===== config.mk =====
export PLATFORM = sky130hd
export DESIGN_NAME = mem_align_seq_flat
export DESIGN_NICKNAME = d
export VERILOG_FILES = /design/src/rtl/mem_align_seq_if.sv /design/src/rtl/mem_align_seq.sv /design/src/flat_wrapper.sv
export SDC_FILE = /design/constraint.sdc
export NUM_CORES = 1
export LEC_CHECK = 0
export CAP_MARGIN = 20
export CORE_UTILIZATION = 51
export CTS_CLUSTER_SIZE = 28
export DETAILED_ROUTE_END_ITERATION = 16
export PLACE_DENSITY = 0.87
export SLEW_MARGIN = 20
export SYNTH_ARGS = -nofsm -noshare
export SYNTH_HDL_FRONTEND = slang
export SYNTH_SLANG_ARGS = --single-unit

===== constraint.sdc =====
create_clock -name clk -period 7.6 [get_ports clk]
set_clock_uncertainty 0.1 [all_clocks]
set_input_delay 1.52 -clock clk [delete_from_list [all_inputs] [get_ports clk]]
set_output_delay 1.52 -clock clk [all_outputs]
set_load 0.005 [all_outputs]

===== src/rtl/mem_align_seq_if.sv =====
// mem_align_seq_if: pipeline-side request/result signals and data-memory
// signals of mem_align_seq, bundled so both ends share one definition.
interface mem_align_seq_if #(
  parameter int ADDR_W = 64
);
  // Pipeline request (EX/MEM)
  logic              we_i;
  logic              re_i;
  logic [ADDR_W-1:0] addr_i;
  logic [63:0]       data_i;
  logic [2:0]        func3_i;
  // Pipeline control and load result
  logic              stall_o;
  logic              fault_o;
  logic [63:0]       ld_data_o;
  logic              ld_valid_o;
  // Data-memory side
  logic              dm_we;
  logic              dm_re;
  logic [ADDR_W-1:0] dm_addr;
  logic [63:0]       dm_data;
  logic [2:0]        dm_func3;
  logic [63:0]       dm_rdata;

  // The aligner itself
  modport slave (
    input  we_i, re_i, addr_i, data_i, func3_i, dm_rdata,
    output stall_o, fault_o, ld_data_o, ld_valid_o,
           dm_we, dm_re, dm_addr, dm_data, dm_func3
  );

  // The environment: pipeline plus data memory
  modport master (
    output we_i, re_i, addr_i, data_i, func3_i, dm_rdata,
    input  stall_o, fault_o, ld_data_o, ld_valid_o,
           dm_we, dm_re, dm_addr, dm_data, dm_func3
  );
endinterface


===== src/rtl/mem_align_seq.sv =====
// mem_align_seq: passes naturally aligned loads/stores straight to the data
// memory and turns misaligned ones into a stalled sequence of byte accesses,
// assembling and extending misaligned load results.
module mem_align_seq #(
  parameter int ADDR_W      = 64,
  parameter bit EN_MISALIGN = 1'b1
) (
  input logic            clk,
  input logic            rst_n,
  mem_align_seq_if.slave bus
);

  typedef enum logic [1:0] {
    S_IDLE  = 2'd0,
    S_SPLIT = 2'd1,
    S_DRAIN = 2'd2,
    S_DONE  = 2'd3
  } state_t;

  localparam logic [2:0] F3_SB  = 3'b000;
  localparam logic [2:0] F3_LBU = 3'b100;

  state_t r_state;
  state_t w_next_state;

  // Latched copy of the accepted misaligned access
  logic [ADDR_W-1:0] r_addr;
  logic [63:0]       r_data;
  logic [2:0]        r_func3;
  logic              r_is_store;
  logic [2:0]        r_last_idx;   // access size minus one
  logic [2:0]        r_idx;        // byte currently issued
  // Load assembly: one byte lane per issued byte, filled a cycle after issue
  logic [63:0]       r_asm;
  logic              r_cap_valid;
  logic [2:0]        r_cap_lane;
  // Aligned load issued last cycle; its data is on dm_rdata now
  logic              r_ld_pend;

  logic       w_req;
  logic       w_is_store;
  logic [2:0] w_last_idx;
  logic       w_aligned;
  logic       w_pass;
  logic       w_accept;
  logic       w_seq_last;

  // Extend the assembled bytes according to the latched load func3
  function automatic logic [63:0] extend_load(input logic [63:0] raw,
                                              input logic [2:0]  f3);
    logic [63:0] res;
    case (f3)
      3'b001:  res = {{48{raw[15]}}, raw[15:0]};
      3'b010:  res = {{32{raw[31]}}, raw[31:0]};
      3'b101:  res = {48'd0, raw[15:0]};
      3'b110:  res = {32'd0, raw[31:0]};
      default: res = raw;
    endcase
    return res;
  endfunction

  // Decode the incoming request: size, alignment, pass-through or split
  always_comb begin
    // NOTE: every signal assigned in a combinational block gets a value on
    // every path (defaults first), otherwise a latch is inferred.
    w_last_idx = 3'd0;
    case (bus.func3_i[1:0])
      2'b00:   w_last_idx = 3'd0;
      2'b01:   w_last_idx = 3'd1;
      2'b10:   w_last_idx = 3'd3;
      default: w_last_idx = 3'd7;
    endcase
    w_req      = bus.we_i | bus.re_i;
    w_is_store = bus.we_i;
    // func3 111 never comes from a legal decode; it is simply passed through
    w_aligned  = ((bus.addr_i[2:0] & w_last_idx) == 3'b000) ||
                 (bus.func3_i == 3'b111);
    w_pass     = (r_state == S_IDLE) && w_req && w_aligned;
    w_accept   = (r_state == S_IDLE) && w_req && !w_aligned && EN_MISALIGN;
    w_seq_last = (r_idx == r_last_idx);
  end

  // State register
  always_ff @(posedge clk) begin
    // NOTE: sequential state uses non-blocking assignments so every register
    // samples pre-edge values and updates together.
    if (!rst_n) r_state <= S_IDLE;
    else        r_state <= w_next_state;
  end

  // Next-state logic
  always_comb begin
    w_next_state = r_state;
    case (r_state)
      S_IDLE:  if (w_accept) w_next_state = S_SPLIT;
      S_SPLIT: if (w_seq_last) w_next_state = r_is_store ? S_DONE : S_DRAIN;
      S_DRAIN: w_next_state = S_DONE;
      S_DONE:  w_next_state = S_IDLE;
      default: w_next_state = S_IDLE;
    endcase
  end

  // Latch the accepted access, step the byte index and capture load bytes
  always_ff @(posedge clk) begin
    if (!rst_n) begin
      // NOTE: the assembly register and latched request are cleared too, so
      // nothing from an aborted sequence can leak into a later result.
      r_addr      <= '0;
      r_data      <= '0;
      r_func3     <= '0;
      r_is_store  <= 1'b0;
      r_last_idx  <= '0;
      r_idx       <= '0;
      r_asm       <= '0;
      r_cap_valid <= 1'b0;
      r_cap_lane  <= '0;
      r_ld_pend   <= 1'b0;
    end else begin
      r_ld_pend   <= w_pass && !w_is_store;
      r_cap_valid <= 1'b0;

      if (w_accept) begin
        r_addr     <= bus.addr_i;
        r_data     <= bus.data_i;
        r_func3    <= bus.func3_i;
        r_is_store <= w_is_store;
        r_last_idx <= w_last_idx;
        r_idx      <= 3'd0;
        r_asm      <= '0;
      end

      if (r_state == S_SPLIT) begin
        r_idx       <= r_idx + 3'd1;
        r_cap_valid <= !r_is_store;
        r_cap_lane  <= r_idx;
      end

      if (r_cap_valid) begin
        r_asm[{r_cap_lane, 3'b000} +: 8] <= bus.dm_rdata[7:0];
      end
    end
  end

  // Drive memory, stall, fault and load-result outputs; all forced low while
  // reset is asserted so no byte is written in the reset cycle itself.
  always_comb begin
    bus.stall_o    = 1'b0;
    bus.fault_o    = 1'b0;
    bus.dm_we      = 1'b0;
    bus.dm_re      = 1'b0;
    bus.dm_addr    = '0;
    bus.dm_data    = '0;
    bus.dm_func3   = '0;
    bus.ld_valid_o = 1'b0;
    bus.ld_data_o  = '0;

    if (rst_n) begin
      if (r_ld_pend) begin
        bus.ld_valid_o = 1'b1;
        bus.ld_data_o  = bus.dm_rdata;
      end

      case (r_state)
        S_IDLE: begin
          if (w_pass) begin
            bus.dm_we    = w_is_store;
            bus.dm_re    = !w_is_store;
            bus.dm_addr  = bus.addr_i;
            bus.dm_data  = bus.data_i;
            bus.dm_func3 = bus.func3_i;
          end else if (w_accept) begin
            bus.stall_o = 1'b1;
          end else if (w_req) begin
            bus.fault_o = 1'b1;
          end
        end
        S_SPLIT: begin
          bus.stall_o  = 1'b1;
          bus.dm_we    = r_is_store;
          bus.dm_re    = !r_is_store;
          bus.dm_addr  = r_addr + ADDR_W'(r_idx);
          bus.dm_func3 = r_is_store ? F3_SB : F3_LBU;
          if (r_is_store) begin
            bus.dm_data = {56'd0, r_data[{r_idx, 3'b000} +: 8]};
          end
        end
        S_DRAIN: begin
          bus.stall_o = 1'b1;
        end
        S_DONE: begin
          if (!r_is_store) begin
            bus.ld_valid_o = 1'b1;
            bus.ld_data_o  = extend_load(r_asm, r_func3);
          end
        end
        default: ;
      endcase
    end
  end

endmodule


===== src/flat_wrapper.sv =====
// flat-port wrapper written by rule: the top's interface ports become plain ports
module mem_align_seq_flat 
#(
  parameter int ADDR_W      = 64,
  parameter bit EN_MISALIGN = 1'b1
)
  (clk, rst_n, bus_we_i, bus_re_i, bus_addr_i, bus_data_i, bus_func3_i, bus_dm_rdata, bus_stall_o, bus_fault_o, bus_ld_data_o, bus_ld_valid_o, bus_dm_we, bus_dm_re, bus_dm_addr, bus_dm_data, bus_dm_func3);
  mem_align_seq_if #(.ADDR_W(ADDR_W)) bus_i ();
  input logic clk;
  input logic rst_n;
  input wire logic [$bits(bus_i.we_i)-1:0] bus_we_i;
  input wire logic [$bits(bus_i.re_i)-1:0] bus_re_i;
  input wire logic [$bits(bus_i.addr_i)-1:0] bus_addr_i;
  input wire logic [$bits(bus_i.data_i)-1:0] bus_data_i;
  input wire logic [$bits(bus_i.func3_i)-1:0] bus_func3_i;
  input wire logic [$bits(bus_i.dm_rdata)-1:0] bus_dm_rdata;
  output wire logic [$bits(bus_i.stall_o)-1:0] bus_stall_o;
  output wire logic [$bits(bus_i.fault_o)-1:0] bus_fault_o;
  output wire logic [$bits(bus_i.ld_data_o)-1:0] bus_ld_data_o;
  output wire logic [$bits(bus_i.ld_valid_o)-1:0] bus_ld_valid_o;
  output wire logic [$bits(bus_i.dm_we)-1:0] bus_dm_we;
  output wire logic [$bits(bus_i.dm_re)-1:0] bus_dm_re;
  output wire logic [$bits(bus_i.dm_addr)-1:0] bus_dm_addr;
  output wire logic [$bits(bus_i.dm_data)-1:0] bus_dm_data;
  output wire logic [$bits(bus_i.dm_func3)-1:0] bus_dm_func3;
  assign bus_i.we_i = bus_we_i;
  assign bus_i.re_i = bus_re_i;
  assign bus_i.addr_i = bus_addr_i;
  assign bus_i.data_i = bus_data_i;
  assign bus_i.func3_i = bus_func3_i;
  assign bus_i.dm_rdata = bus_dm_rdata;
  assign bus_stall_o = bus_i.stall_o;
  assign bus_fault_o = bus_i.fault_o;
  assign bus_ld_data_o = bus_i.ld_data_o;
  assign bus_ld_valid_o = bus_i.ld_valid_o;
  assign bus_dm_we = bus_i.dm_we;
  assign bus_dm_re = bus_i.dm_re;
  assign bus_dm_addr = bus_i.dm_addr;
  assign bus_dm_data = bus_i.dm_data;
  assign bus_dm_func3 = bus_i.dm_func3;
  mem_align_seq #(.ADDR_W(ADDR_W), .EN_MISALIGN(EN_MISALIGN)) u_core (.clk(clk), .rst_n(rst_n), .bus(bus_i));
endmodule

# Word-level counts from Yosys, hierarchy flattened
# Cells that the tools add are included.
# classes
add_sub_neg	3
n_eq_ne	13
shift	3
mux	46
bitwise_logic	2
reduce_logical	15
# op_table
operator	n
64-bit two-way mux	11
64-bit case mux with 2 select lines	2
64-bit case mux with 4 select lines	1
64-bit by 3-bit adder with 64-bit output	1
64-bit bitwise mux	1
8-bit by 8-bit variable shift with 64-bit output, first input constant	1
64-bit by 7-bit variable part select with 8-bit output	1
8-bit by 8-bit variable part select with 64-bit output	1
1-bit two-way mux	17
3-bit two-way mux	5
3-bit equality test, second input constant	3
3-bit case mux with 3 select lines	1
8-bit two-way mux	1
6-bit negation with 8-bit output	1
2-bit case mux with 4 select lines	1
2-bit equality test, second input constant	3
1-bit case mux with 2 select lines	3
3-bit case mux with 2 select lines	1
2-bit by 1-bit equality test with 1-bit output, second input constant	2
1-bit logical AND	4
2-bit logical NOT	2
2-bit two-way mux	2
2-bit by 1-bit != test with 1-bit output, second input constant	2
2-bit AND reduction	2
other kinds (11)	13
# totals
regBits	209
input_bits	199
out_inout_bits	200
wordCells	93

# Longest topological paths before layout
# Gate-level depths: netlist (run 1).
# depth
ltp_word	11
mapped_depth	11
mapped_depth_nobuf	8

# Worst setup path after synthesis (run 1)
# Ideal clock, no wire load.
# synth_timing
path_type	reg2out
start	reg u_core.r_idx[1]
end	out bus_dm_addr[44]
arrival_time_ns	3.243
t_required_ns	5.980
path_slack_ns	2.737
path_stages_with_launch	11
path_buffers	3
path_cell_list	dfxtp_1 -> clkbuf_1 -> clkbuf_1 -> inv_1 -> fa_1 -> nand2b_1 -> a2111oi_4 -> nand2_2 -> buf_6 -> or4_1 -> nand3_1
# synth_via
elab_chain_cells	3
# synth_rtl
element	line_no	text
start, declared	mem_align_seq.sv:32	logic [2:0] r_idx;
start signal, assigned	mem_align_seq.sv:133	r_idx <= r_idx + 3'd1;
64-bit by 3-bit adder with 64-bit output	mem_align_seq.sv:181	bus.dm_addr = r_addr + ADDR_W'(r_idx);
64-bit case mux with 2 select lines	mem_align_seq.sv:163	case (r_state)
64-bit two-way mux	mem_align_seq.sv:157	if (rst_n) begin
end, declared	flat_wrapper.sv:23	output wire logic [$bits(bus_i.dm_addr)-1:0] bus_dm_addr;
# Every way passes these cells.

# Worst setup path after layout (run 1)
# layout_timing
start	in rst_n
end	out bus_dm_addr[49]
# layout_via
elab_chain_cells	1
# layout_rtl
element	line_no	text
start, declared	flat_wrapper.sv:10	input logic rst_n;
64-bit two-way mux	mem_align_seq.sv:157	
# Every way passes these cells.

==> results of run 1 <==
==> power breakdown <==
part	switching (mW)	leakage [nW]	internal [mW]
combinational	0.547	3.90	0.438
sequential	0.103	1.70	1.18
clock	0.474	0.381	0.644
total	1.12	5.98	2.27
==> placed cells by master, fill, tap and decap left out, types with 16 or more instances in the layout <==
cell	instances
sky130_fd_sc_hd__a211oi_1	16
sky130_fd_sc_hd__a21oi_1	271
sky130_fd_sc_hd__nand2_1	480
sky130_fd_sc_hd__o21ai_0	88
sky130_fd_sc_hd__and3_1	74
sky130_fd_sc_hd__nand3_1	103
sky130_fd_sc_hd__buf_4	22
sky130_fd_sc_hd__nor2_1	87
sky130_fd_sc_hd__inv_1	20
sky130_fd_sc_hd__mux2i_1	19
sky130_fd_sc_hd__xnor2_1	21
sky130_fd_sc_hd__clkdlybuf4s50_1	397
sky130_fd_sc_hd__dfxtp_1	209
sky130_fd_sc_hd__nor4_1	21
sky130_fd_sc_hd__xor2_1	17
sky130_fd_sc_hd__nor3_1	30
sky130_fd_sc_hd__nand4_1	27
sky130_fd_sc_hd__clkbuf_16	23
sky130_fd_sc_hd__mux4_2	16
==> worst min-delay path, cell delays in order, from the launching register on <==
cell	delay, ns
sky130_fd_sc_hd__dfxtp_1	0.30
sky130_fd_sc_hd__nand2_1	0.05
sky130_fd_sc_hd__a21oi_1	0.05
==> metrics by stage <==
step,util,hold slack [ns]
final,0.713,0.352
after global routing,0.713,0.368
after CTS,0.713,0.352
after detailed placement,0.682,0.344
after global placement,0.682,0.339
after floorplan,-,0.331
==> flip-flops by register name (all words and copies together) (netlist names) <==
register,count
u_core.r_asm,64
u_core.r_data,64
u_core.r_func3,3
u_core.r_is_store,1
u_core.r_state,2
u_core.r_cap_lane,3
u_core.r_ld_pend,1
u_core.r_cap_valid,1
u_core.r_idx,3
u_core.r_addr,64
u_core.r_last_idx,3
==> kinds of logic (layout without fill, tap and decap cells) <==
logic type      Yosys count  in the layout
fa+ha+maj                13             13
flops                   209            209
xor+xnor                 38             38
other cells               1              1
simple gates            900            900
mux                      38             38
buf+inv                 188            482
compound gates          439            439
==> area by class of cell <==
class                           count  area, um^2
Clock buffer                       30         652
Clock inverter                     12         106
Fill cell                        2003        6980
Inverter                           21        83.8
Multi-Input combinational cell   1429        7770
Sequential cell                   209        4180
Tap cell                          324         405
Timing Repair Buffer              419        4140
==> final timing paths <==
check | end | slack, ns | depth (start not counted)
max | bus_dm_addr[49] | 1.32 | 10
min | u_core.r_data[40]$_SDFFE_PN0P_ | 0.35 | 2
max reg2reg | u_core.r_asm[36]$_SDFF_PN0_ | 4.33 | 9
min reg2reg | u_core.r_data[40]$_SDFFE_PN0P_ | 0.35 | 2
==> layer usage <==
metal / share of wire / vias to the layer above
met1: 0.40 / 6895
met5: 0 / -
li1: - / 6898
met4: 0.045 / 0
met3: 0.083 / 149
met2: 0.47 / 762
==> flow_summary.yaml, run 1 <==
outcome:
  run_status: "complete, no violations"
layout:
  layout-area-overhead-vs-synth_pct: 37.0
  num_antenna_cells: 0
  finalNetCount: 2315
  fin_cells: 2444
  post_route_cell_area_um2: 17300
  drive_gt1_frac: 0.0533
yosys:
  post-synth-top-count-cell: "sky130_fd_sc_hd__nand2_1"
  post_synth_mux_area_share: 0.0462
  area_share_of_xor_xnor_cells_in_the_synthesized_design: 0.0263
  synthAdderAreaFrac: 0.0134
  synth.top_cells.by_count: "sky130_fd_sc_hd__nand2_1, sky130_fd_sc_hd__a21oi_1, sky130_fd_sc_hd__dfxtp_1, sky130_fd_sc_hd__clkbuf_1, sky130_fd_sc_hd__nand3_1"
  ys.flop_type: "sky130_fd_sc_hd__dfxtp_1"
  synthesis.area_per_instance_um2: 6.93
  synthesis.yosys.warnings: 0
  ys_ff_latch: 209
  synth_top_family_by_area: "simple AND/OR/NAND/NOR gates"
  top_cells_by_area_synth: "sky130_fd_sc_hd__dfxtp_1, sky130_fd_sc_hd__nand2_1, sky130_fd_sc_hd__a21oi_1"
  async_flop_share: 0
  yosys.area.top_type_share: 0.330
  synth_simple_gate_area_frac: 0.330
  library_cell_occupying_the_most_area_in_the_post_synthesis_netlist: "sky130_fd_sc_hd__dfxtp_1"
  synth.cell_area_um2: 12700
  synthDistinctLibCells: 67
  synth_compound_gate_area_share: 0.194
  synth_sequential_area_ratio: 0.330
  synth-edff-count: 0
  syn-instance-count: 1826
  synthesis.nets: 2038
sta:
  final.period_utilization: 0.826
  post_layout_minimum_cycle_time_ns: 6.28
  timing.final.ws_setup_ns: 1.32
  timing.final.setup_violations: 0
  grt_setup_unrepaired: "false"
  worst_slew_pin_slew_ns: 1.15
  setup_total_negative_slack_ns: 0
  max_slew_margin_vs_limit: 0.236
  timing.final.max_slew_violations: 0
  achievable-frequency_ghz: 0.159
  count_of_endpoints_failing_hold_in_the_final_timing_report: 0
placement:
  place.detailed.hpwl_um: 33200
  portBuffers: 397
  dpl.cell_count: 2402
  place_ws_ns: 1.35
  detailed_place.area_um2: 16600
  gp_congestion: 0.969
global_route:
  grt_remaining_overflow: 0
  grtUsageMet2: 0.585
  number_of_global_route_vias_before_repair: 13760
  grt_usage: 0.354
  global_route.peak_usage_layer: "met2"
  grt_util_met3: 0.0662
  grt_max_degree: 95
  grt_antenna_before_repair: 0
  use_met1: 0.447
  grt_pass1_wl_um: 73200
drt:
  final_antenna_net_count: 0
  first_pass_iters: 5
  drt-total-wl_um: 46500
  vias_per_cell: 6.02
  remaining_design_rule_violation_count: 0
  post_drt_wl_per_cell_um: 19.0
  drt_iter0_markers: 1473
  num_vias: 14704
critical_path:
  worstPathBufferInverterCount: 6
  start_kind: "primary input"
  slowest_stage: "sky130_fd_sc_hd__clkdlybuf4s50_1"
  critPathKind: "in2out"
  worst_path_most_repeated_cell: "sky130_fd_sc_hd__buf_4"
  critical-path-max-stage-delay_ns: 0.59
  timing.critical_path.cells: "clkdlybuf4s50_1 -> buf_4 -> inv_6 -> nor2_4 -> buf_4 -> and2_1 -> buf_4 -> nand2_1 -> o311ai_0 -> clkdlybuf4s50_1"
  worstReg2RegStart: "u_core.r_state[0]$_SDFFE_PN0P_"
  timing.critical_path.required_ns: 5.98
  cp_data_arrival_time_ns: 4.66
  critPathCaptureType: "output port"
  timing.critical_path.from: "rst_n"
  cp_top_family: "buffers and inverters"
  cp_max_fo: 70
floorplanning:
  io_pins: 399
  initial_core_util: 0.521
  fp.dieH_um: 160
  core-area_um2: 24300
  die_w_um: 160
  num_rows: 57
  die_area_um2: 25500
clock_network:
  ctsLongestPathBuffers: 3
  cts.htree.levels: 1
  cts_inserted_buffers: 23
  ctsHoldBuffers: 0
  post_cts_repair_timing_setup_buffer_count: 0
  cts_tree: "built"
  worst_skew_pair.late_latency_ns: 0.53
  cts_repair_resize_count: 0
  clock-sinks: 209
  cts.root.buffer_cell: "sky130_fd_sc_hd__clkbuf_16"
  clk_pin_slew_worst_paths_ns: 0.06
pwr:
  ir_worst_vdd_mv: 0.135
  static-leakage-power_nw: 5.98
  power_density_nw_per_um2: 195
  report.power.total_mw: 3.39
worst_hold_path:
  timing.hold.worst.start: "u_core.r_data[40]$_SDFFE_PN0P_"
  type_of_the_tightest_min_delay_check: "reg2reg"
run:
  cap_viol_max_count: 0
Note: power is estimated with default switching activity, not from simulation.
==> run 2, diff against run 1 <==
Settings changed: CORE_UTILIZATION 51 to 43, PLACE_DENSITY 0.87 to 0.78.
Clock period 7.6 ns to 5.4 ns, I/O delays scaled along.
==> run 2 against run 1 <==
Critical path depth is 1 lower. Global-route usage is 6.1 points lower. Sequential power is 40% higher. Hold slack hardly changed. Highest routed layer unchanged. Via count is 2.7% lower. Clock power is 47% higher. Die area is 18% higher. First-iteration DRC count is 13% lower. Cell count is 2.7% higher. Design area is 1.2% higher. Sequential share of layout area is 0.28 points lower.
==> flow_summary.yaml, run 2 (synthesis gave the netlist of run 1 again) <==
outcome:
  run_status: "complete, no violations"
critical_path:
  cp_top_family: "simple AND/OR/NAND/NOR gates"
  worstPathBufferInverterCount: 2
  slowest_stage: "sky130_fd_sc_hd__or4_1"
  critical-path-max-stage-delay_ns: 0.60
  timing.critical_path.required_ns: 4.22
  worstReg2RegStart: "u_core.r_state[0]$_SDFFE_PN0P_"
  r2r_end: "u_core.r_asm[37]$_SDFF_PN0_"
  start_kind: "flip-flop"
  cp_max_fo: 5
  timing.critical_path.cells: "ha_1 -> inv_1 -> fa_1 -> nand2b_1 -> a2111oi_2 -> nand4_1 -> or4_1 -> nand3_1 -> clkdlybuf4s50_1"
  worst_r2r_path_depth: 9
  critPathCaptureType: "output port"
  timing.reg2reg.setup_slack_ns: 2.20
  cp_data_arrival_time_ns: 3.94
  critPathKind: "reg2out"
sta:
  grt_setup_unrepaired: "false"
  count_of_endpoints_failing_hold_in_the_final_timing_report: 0
  max_slew_margin_vs_limit: 0.261
  timing.final.max_slew_violations: 0
  achievable-frequency_ghz: 0.195
  setup_total_negative_slack_ns: 0
  worst_slew_pin_slew_ns: 1.10
  post_layout_minimum_cycle_time_ns: 5.12
  timing.final.setup_violations: 0
  final.period_utilization: 0.948
drt:
  drt-total-wl_um: 45900
  num_vias: 14311
  drt_iter0_markers: 1276
  vias_per_cell: 5.70
  post_drt_wl_per_cell_um: 18.3
  remaining_design_rule_violation_count: 0
  final_antenna_net_count: 0
  first_pass_iters: 5
global_route:
  grtUsageMet2: 0.493
  number_of_global_route_vias_before_repair: 13450
  grt_util_met3: 0.0450
  grt_pass1_wl_um: 71800
  grt_usage: 0.293
  use_met1: 0.377
  grt_max_degree: 161
  grt_antenna_before_repair: 0
  global_route.peak_usage_layer: "met2"
  grt_remaining_overflow: 0
worst_hold_path:
  timing.hold.worst.start: "u_core.r_data[28]$_SDFFE_PN0P_"
  hold_path_depth: 2
  type_of_the_tightest_min_delay_check: "reg2reg"
  min_to: "u_core.r_data[28]$_SDFFE_PN0P_"
placement:
  gp_congestion: 0.955
  place.detailed.hpwl_um: 33100
  portBuffers: 397
clock_network:
  cts_repair_resize_count: 0
  clk_pin_slew_worst_paths_ns: 0.06
  cts.htree.levels: 1
  cts.root.buffer_cell: "sky130_fd_sc_hd__clkbuf_16"
  clock-sinks: 209
  post_cts_repair_timing_setup_buffer_count: 0
  cts_tree: "built"
  ctsLongestPathBuffers: 3
  ctsHoldBuffers: 0
  cts_inserted_buffers: 24
  worst_skew_pair.late_latency_ns: 0.52
pwr:
  static-leakage-power_nw: 6.04
  clkPwrFrac: 0.340
  power_density_nw_per_um2: 277
  power.share.combinational: 0.287
  cell_internal_pwr_mw: 3.28
  ir_worst_vdd_mv: 0.237
  seq_power_share: 0.373
  sw_frac: 0.324
  p_sw_mw: 1.57
floorplanning:
  fp.dieH_um: 174
  core-area_um2: 28900
  die_w_um: 174
  io_pins: 399
  initial_core_util: 0.439
  num_rows: 62
  die_area_um2: 30100
layout:
  layout_top_registers: "u_core.r_addr x64, u_core.r_asm x64, u_core.r_data x64"
  num_antenna_cells: 0
  utilization: 0.608
  final_common_cell: "sky130_fd_sc_hd__nand2_1"
  layout-area-overhead-vs-synth_pct: 38.6
  filler_cell_count: 2678
  finalNetCount: 2322
  layout_common_cells: "sky130_fd_sc_hd__nand2_1, sky130_fd_sc_hd__clkdlybuf4s50_1, sky130_fd_sc_hd__a21oi_1, sky130_fd_sc_hd__dfxtp_1, sky130_fd_sc_hd__nand3_1"
  drive_gt1_frac: 0.0564
run:
  cap_viol_max_count: 0
[run 2: cell count changes in the layout (fill, tap and decap cells not counted), sizes merged]
| cell | previous run | this run |
|---|---|---|
| clkinv | 9 | 8 |
| buf | 22 | 28 |
| clkinvlp | 1 | 2 |
| bufinv | 1 | 2 |
[run 2: final cells by class]
type	count	area (um^2)	share of cell area
flip-flops and latches	209	4180	0.238
multi-input cells	1429	7770	0.443
clock buffers	30	674	0.0384
well taps	384	480	0.0274
inverters	21	83.8	0.00478
repair buffers	425	4220	0.241
clock inverters	13	130	0.00742
[run 2: layer usage]
layer	routed length (um)	vias to the layer above
met5	0	-
met4	1580	0
met3	3420	98
met2	21900	624
met1	19000	6675
li1	-	6914
[run 2: metrics by stage]
stage	hold slack (ns)	instances	setup WS, ns	total power, mW	area [um^2]
after floorplan	0.331	1826	0.977	2.55	12700
after global placement	0.339	2468	0.539	3.20	16700
after detailed placement	0.343	2468	0.554	3.22	16700
after CTS	0.351	2511	0.329	4.87	17500
after global routing	0.364	2511	0.152	5.08	17500
final	0.352	2511	0.280	4.85	17500
[run 2: worst max-delay path by stage]
stage,from,endpoint,slack [ns],cells past startpoint
2_1_floorplan,u_core.r_idx[1]$_SDFFE_PN0P_,bus_dm_addr[44],0.98,10
3_3_place_gp,bus_addr_i[1],bus_dm_addr[2],0.54,8
3_5_place_dp,bus_addr_i[1],bus_dm_addr[2],0.55,8
4_1_cts,u_core.r_idx[0]$_SDFFE_PN0P_,bus_dm_addr[54],0.33,9
5_1_grt,u_core.r_addr[0]$_SDFFE_PN0P_,bus_dm_addr[54],0.15,9
6_report,u_core.r_idx[0]$_SDFFE_PN0P_,bus_dm_addr[54],0.28,9
[run 2: power by group through the flow]
stage | clock [mW] | sequential [mW] | combinational, mW
finish | 1.65 | 1.81 | 1.39
global route | 1.74 | 1.82 | 1.52
CTS | 1.67 | 1.80 | 1.39
detailed placement | 0 | 1.84 | 1.38
global placement | 0 | 1.83 | 1.37
floorplan | 0 | 1.77 | 0.783
[run 2: tightest hold or removal path, cell delays in order (launching register included)]
cell and delay, ns:
sky130_fd_sc_hd__dfxtp_1 0.30, sky130_fd_sc_hd__nand2_1 0.05, sky130_fd_sc_hd__a21oi_1 0.05
